[src/rtl/ripple_count_capture.sv]
// ripple_count_capture
//
// Consumer of a free-running asynchronous ripple counter. The counter value is
// brought into the Clk domain through a three-stage sampling chain, and only
// values seen identically on two consecutive samples are trusted. This rejects
// the transient codes that appear while the counter ripples. Each accepted
// value is turned into an increment relative to the previous accepted value.
// The increment is added into a wide running total, and sticky flags report a
// threshold crossing and an accumulator overflow.
//
// Ports:
//   Clk        - system clock; all state updates on the rising edge
//   rst        - asynchronous, active-high reset of every register
//   cnt_in     - ripple counter output (asynchronous to Clk, may glitch)
//   src_clear  - clear that also drives the ripple counter (asynchronous)
//   clr        - synchronous clear of total, thresh_hit and ovf
//   cnt_stable - last accepted (filtered) counter value
//   total      - accumulated increment count
//   upd        - one-cycle pulse in the cycle after cnt_stable/total change
//   thresh_hit - sticky: total has reached THRESHOLD
//   ovf        - sticky: total wrapped past its maximum value

module ripple_count_capture #(
    parameter int                 CNT_W     = 4,
    parameter int                 TOTAL_W   = 16,
    parameter logic [TOTAL_W-1:0] THRESHOLD = 16'd100
) (
    input  logic               Clk,
    input  logic               rst,
    input  logic [CNT_W-1:0]   cnt_in,
    input  logic               src_clear,
    input  logic               clr,
    output logic [CNT_W-1:0]   cnt_stable,
    output logic [TOTAL_W-1:0] total,
    output logic               upd,
    output logic               thresh_hit,
    output logic               ovf
);

    logic [CNT_W-1:0]   s1, s2, s3;
    logic               c1, c2;
    logic               accept;
    logic [CNT_W-1:0]   delta;
    logic [TOTAL_W:0]   sum;

    // s1 may go metastable; s2 and s3 are two settled samples taken one cycle
    // apart. A value is trusted only when both agree, so a code that lasts for
    // a single sample never qualifies. The source clear holds acceptance off
    // and is synchronized separately.
    always_comb begin
        accept = (s2 == s3) && (s2 != cnt_stable) && !c2;
        // Modular subtraction makes a counter wrap (e.g. 15 -> 0) count as a
        // forward step. This holds as long as the counter moves less than a
        // full turn between acceptances.
        delta  = s2 - cnt_stable;
        // The extra top bit of the sum is the overflow carry. The total itself
        // keeps only the wrapped low bits.
        sum    = {1'b0, total} + {{(TOTAL_W + 1 - CNT_W){1'b0}}, delta};
    end

    // Sampling chain and source-clear synchronizer run every cycle. Neither
    // is touched by the synchronous clr.
    always_ff @(posedge Clk or posedge rst) begin
        if (rst) begin
            s1 <= '0;
            s2 <= '0;
            s3 <= '0;
            c1 <= 1'b0;
            c2 <= 1'b0;
        end else begin
            s1 <= cnt_in;
            s2 <= s1;
            s3 <= s2;
            c1 <= src_clear;
            c2 <= c1;
        end
    end

    // Filtered value and update pulse. A source clear zeroes the tracked value
    // so counting restarts from 0 once the clear is released.
    always_ff @(posedge Clk or posedge rst) begin
        if (rst) begin
            cnt_stable <= '0;
            upd        <= 1'b0;
        end else begin
            upd <= 1'b0;
            if (c2) begin
                cnt_stable <= '0;
            end else if (accept) begin
                cnt_stable <= s2;
                upd        <= 1'b1;
            end
        end
    end

    // Accumulator and sticky flags. If clr arrives on the same edge as an
    // acceptance, the increment is discarded. The filtered value still
    // advances in the block above, so the next increment is measured from it.
    always_ff @(posedge Clk or posedge rst) begin
        if (rst) begin
            total      <= '0;
            thresh_hit <= 1'b0;
            ovf        <= 1'b0;
        end else if (clr) begin
            total      <= '0;
            thresh_hit <= 1'b0;
            ovf        <= 1'b0;
        end else if (accept) begin
            total <= sum[TOTAL_W-1:0];
            if (sum[TOTAL_W]) begin
                ovf <= 1'b1;
            end
            if (sum[TOTAL_W-1:0] >= THRESHOLD) begin
                thresh_hit <= 1'b1;
            end
        end
    end

endmodule

[config.mk]
export PLATFORM = sky130hd
export DESIGN_NAME = ripple_count_capture
export DESIGN_NICKNAME = d
export VERILOG_FILES = /design/src/rtl/ripple_count_capture.sv
export SDC_FILE = /design/constraint.sdc
export NUM_CORES = 1
export LEC_CHECK = 0
export ABC_AREA = 1
export CORE_MARGIN = 5
export CORE_UTILIZATION = 55
export CTS_BUF_LIST = sky130_fd_sc_hd__clkbuf_4
export DETAILED_ROUTE_END_ITERATION = 10
export GPL_TIMING_DRIVEN = 0
export PLACE_DENSITY = 0.87
export SLEW_MARGIN = 20
export SYNTH_ARGS = -nofsm -noshare
export SYNTH_HDL_FRONTEND = slang
export SYNTH_SLANG_ARGS = --single-unit
[constraint.sdc]
create_clock -name Clk -period 3 [get_ports Clk]
set_input_delay 0.9 -clock Clk [delete_from_list [all_inputs] [get_ports Clk]]
set_output_delay 0.9 -clock Clk [all_outputs]
set_load 0.02 [all_outputs]
* Word level (Yosys, flattened, before mapping)
Cells that the tools add are included.
** Word-level totals
- Word-level logic and storage cells :: 36
- Bits in latches :: 0
- ROM bits :: 0
- Register bits after elaboration :: 37
- Input port bits :: 8
- Memories kept :: 0
- Bits in writable memories :: 0
- Output and inout port bits :: 23
** Operators by class
- Mux-type cells :: 12
- $add $sub $neg :: 2
- Order comparisons :: 1
- Shift-type cells :: 0
- Bitwise operators :: 0
- Multipliers :: 0
- Reductions and logical operators :: 9
- Div/mod/pow operators :: 0
- Equality and inequality tests :: 2
** Operators with widths (number)
- $mux 16 :: 2
- $add 16x4->17 :: 1
- $ge 16x7->1 const B :: 1
- $mux 1 :: 8
- $mux 4 :: 2
- $reduce_bool 2->1 :: 4
- $eq 4x4->1 :: 1
- $ne 4x4->1 :: 1
- $reduce_and 2->1 :: 2
- $sub 4x4->4 :: 1
- $logic_and 1x1->1 :: 2
- $logic_not 1->1 :: 1

* Logic depth before layout (Yosys ltp)
- Depth after elaboration :: 6
- Depth in mapped cells :: 19
- Gate-level depth less buffers :: 19

* Worst setup path after synthesis
Ideal clock, no wire load.
- Path kind :: register to register
- Start :: reg cnt_stable[0]
- End :: reg thresh_hit
- Data arrival time :: 2466 ps
- Setup time :: 116 ps
- Slack :: 417 ps
- Stages on the path, launching flop included :: 15
- Buffers on the path :: 0
- Clock period less this slack :: 2583 ps
- Required time :: 2884 ps
- Path through :: dfrtp_1 ha_1 inv_1 fa_1 fa_1 nand3_1 nand3_1 nand2_1 nand3_1 nor2_1 nor2_1 nor2_1 nand3_1 nand2_1 nand2_1
** Between the ends
- Word-level cells in the longest chain between the ends :: 5
- Elaborated cells on any way between the ends :: 9
- Classes of those cells :: add/sub (2); order compare (1); eq/ne (1); reduce/logical (5)
** Ends and longest elaborated chain
- start: declaration :: RTL line 33 : output logic [CNT_W-1:0] cnt_stable,
- start signal: assignment :: RTL line 83 : cnt_stable <= '0;
- start signal: assignment :: RTL line 88 : cnt_stable <= '0;
- start signal: assignment :: RTL line 90 : cnt_stable <= s2;
- $sub 4x4->4 / $ne 4x4->1 (equally long branches) :: RTL line 55, 51
- $add 16x4->17 / $logic_and 1x1->1 (equally long branches) :: RTL line 58, 51
- $ge 16x7->1 / $logic_and 1x1->1 (equally long branches) :: RTL line 113, 51
- $reduce_bool 2->1 (no source line)
- $reduce_and 2->1 (no source line) (*)
- end signal: assignment :: RTL line 102 : thresh_hit <= 1'b0;
- end signal: assignment :: RTL line 106 : thresh_hit <= 1'b0;
- end signal: assignment :: RTL line 114 : thresh_hit <= 1'b1;
- end: declaration :: RTL line 36 : output logic thresh_hit,
Every way passes the cells marked *; elsewhere a longest branch is shown, timed or not.
A chain may end at the register's enable or synchronous reset.

* Final worst setup path
- Start :: reg s2[0]
- End :: reg thresh_hit
** Between the ends
- Word-level cells in the longest chain between the ends :: 5
- Elaborated cells on any way between the ends :: 10
- Classes of those cells :: add/sub (2); order compare (1); eq/ne (2); reduce/logical (5)
** Ends and longest elaborated chain
- start: declaration :: RTL line 40 : logic [CNT_W-1:0] s1, s2, s3;
- start signal: assignment :: RTL line 66 : s2 <= '0;
- start signal: assignment :: RTL line 72 : s2 <= s1;
- $sub 4x4->4 (tied with other cells) :: RTL line 55 : delta = s2 - cnt_stable;
- $add 16x4->17 / $logic_and 1x1->1 (equally long branches) :: RTL line 58, 51
- $ge 16x7->1 / $logic_and 1x1->1 (equally long branches) :: RTL line 113, 51
- $reduce_bool 2->1 (no source line)
- $reduce_and 2->1 (no source line) (*)
Marked as above.

==> reports/qor.txt <==
cell taking the most area after synthesis -> dfrtp_1
area grow syn2layout -> 20.9%
Layout Skew -> 18.9 ps
DRT antenna net count -> 0
RD Place Congestion -> 0.929
via count -> 1801
die area -> 5080 um^2
Pre-Repair DR Iteration Count -> 4
ratio of cells with drive above 1 in the final layout -> 8.53%
Cells after Synth -> 255
CP Capture Type -> flop
Final Hold Vio Count -> 0
post-layout util -> 68.1%
Synth Area in XOR/XNOR -> 3.82%
Multi-input gate area -> 1010 um^2
FF+latch count, synth -> 37
pwr dens -> 382 nW/um^2
most frequent cells in the layout -> 81 x nand2_1, 37 x dfrtp_1, 30 x clkdlybuf4s50_1, 29 x inv_1, 27 x nand3_1
fin crit period -> 2800 ps
simple-gate share of the synthesized area -> 32.6%
Worst VDD drop -> 0.387 mV
leading cell type in the layout, fill and taps excluded -> nand2_1
TritonCTS clock tree -> built
Post-DP HPWL -> 3230 um
status -> completed
H-tree levels -> 2
Longest Clk Path Bufs -> 2
Clock Sinks -> 37
Slew Limit Fails -> 0
ranking of synthesized cells by area -> dfrtp_1 45%, nand2_1 15%, nand3_1 6.8%, inv_1 5.5%, ha_1 4.9%
Distinct cells, synth -> 21
reg2reg setup slack -> 200 ps
final-stage net count -> 310
initial core utilization -> 56.4%
Worst Path Max Fanout -> 7
register area -> 926 um^2
Crit path required time -> 3250 ps
Static Leak -> 1.18 nW
number of global-route vias before repair -> 1693
Worst-Skew Late Latency -> 360 ps
Least-Margin Pin Slew -> 732 ps
Post-CTS Setup Bufs -> 0
Core Area -> 3660 um^2
post-synthesis mux area share -> 0%
antenna cells -> 0
adder-cell share of the synthesized area -> 6.79%
Mapped Area -> 2060 um^2
global-route wire length before repair -> 7550 um
largest family of logic cells by synthesized area -> simple AND/OR/NAND/NOR gates
DP Area -> 2420 um^2
initial antenna violation count -> 0
num rows -> 22
vias per inst -> 5.28
# fillers -> 296
largest net degree at the start of global routing -> 38
First DRT Iteration DRCs -> 121
clock root buffer -> clkbuf_4
fmax -> 357 MHz
DRC -> 0
Yosys top cell area share -> 44.9%
complex-gate fraction of the synthesized area -> 5.22%
Post-Syn Nets -> 273
Top Ports -> 31
synth warn -> 0
maxcap violations -> 0
clock-pin slew on the worst setup and hold paths -> 120 ps
syn_area_per_cell -> 8.09 um^2
cts bufs inserted -> 5
DRT Wirelength -> 4310 um
total gr overflow -> 0
Hold Path Class -> reg -> reg
critical path class -> reg -> reg
fin area -> 2490 um^2
Die Wd -> 71.3 um
Tot GR Track Use -> 18.6%
routed len/inst -> 12.6 um
CP startpoint kind -> flop
CP arrival -> 3060 ps
Slew HR -> 51.1%
Buffers on Ports -> 30
Die Y -> 71.3 um
final period utilization -> 93.4%
Setup violations, final -> 0
post-synthesis sequential area ratio -> 44.9%
[critical path, cell delays in order (launching register included)]
cell	delay [ps]
dfrtp_1	400
inv_1	70
ha_1	180
inv_1	90
fa_1	470
fa_1	520
nand3_1	160
nand3_2	160
nand4_1	110
nand2_1	80
nor2_1	100
nand2_1	60
nor2_1	100
nand3_1	80
nand2_1	60
nand2_1	50
[stage by stage]
step	hold slack, ps	cells	TNS [ps]	power, mW	setup WS (ps)
floorplan	331	255	0	0.632	417
global placement	331	333	0	0.673	239
detailed placement	337	333	0	0.677	163
CTS	366	341	0	0.962	140
global route	376	341	-29.3	1.00	-29.3
finish	363	341	0	0.953	198
[state kept, by name (all words and copies together), names as in the netlist, 4 cells and up]
register,count
s2,4
total,16
s3,4
cnt_stable,4
s1,4
[cell families (layout without fill, tap and decap cells)]
| logic type | after synthesis | in the layout |
|---|---|---|
| AND/OR/NAND/NOR | 150 | 150 |
| flip-flops | 37 | 37 |
| buffers and inverters | 32 | 70 |
| AO/OA/AOI/OAI | 17 | 17 |
| adder cells (fa/ha/maj) | 10 | 10 |
| XOR/XNOR | 9 | 9 |
[final timing paths]
path,startpoint,to,cells after the start
worst min register to register,s1[2],s2[2],0
min in group asynchronous,rst,total[11],2
max in group asynchronous,rst,total[8],2
worst max register to register,s2[0],thresh_hit,15
worst max-delay path,s2[0],thresh_hit,15
worst min-delay path,s1[2],s2[2],0
[synthesized netlist by cell type, drive strengths merged]
library cell   n
buf            2
nand4          9
nor3           2
inv           30
ha             8
nor2          25
or2            1
nor4           1
nand3         29
nand2         83
o21ai         15
dfrtp         37
xnor2          2
fa             2
xor2           7
a21oi          2
[timing repair]
item,CTS,global route
endpoints found under the setup margin,0,1
gates resized for setup,0,2
hold buffers,0,0
[layout make-up]
| class | instances | share of cell area (%) |
|---|---|---|
| multi-input combinational | 186 | 40.3 |
| sequential | 37 | 37.1 |
| timing repair buffer | 30 | 12.0 |
| inverter | 30 | 4.52 |
| tap | 48 | 2.41 |
| clock buffer | 5 | 1.51 |
| buffer | 2 | 1.05 |
| clock inverter | 3 | 1.00 |
[metal layers]
| layer | track usage, % | share of wire, % |
|---|---|---|
| met5 | 0 | 0 |
| met4 | 7.10 | 1.9 |
| met3 | 4.07 | 7.1 |
| met2 | 29.1 | 47 |
| met1 | 25.5 | 44 |
[power by group]
| group | switching (mW) | internal [mW] | leakage [nW] |
|---|---|---|---|
| Sequential | 0.0111 | 0.514 | 0.483 |
| Clock | 0.189 | 0.0955 | 0.0318 |
| Combinational | 0.0860 | 0.0573 | 0.664 |
| Total | 0.287 | 0.666 | 1.18 |
Note: power is estimated with default switching activity, not from simulation.
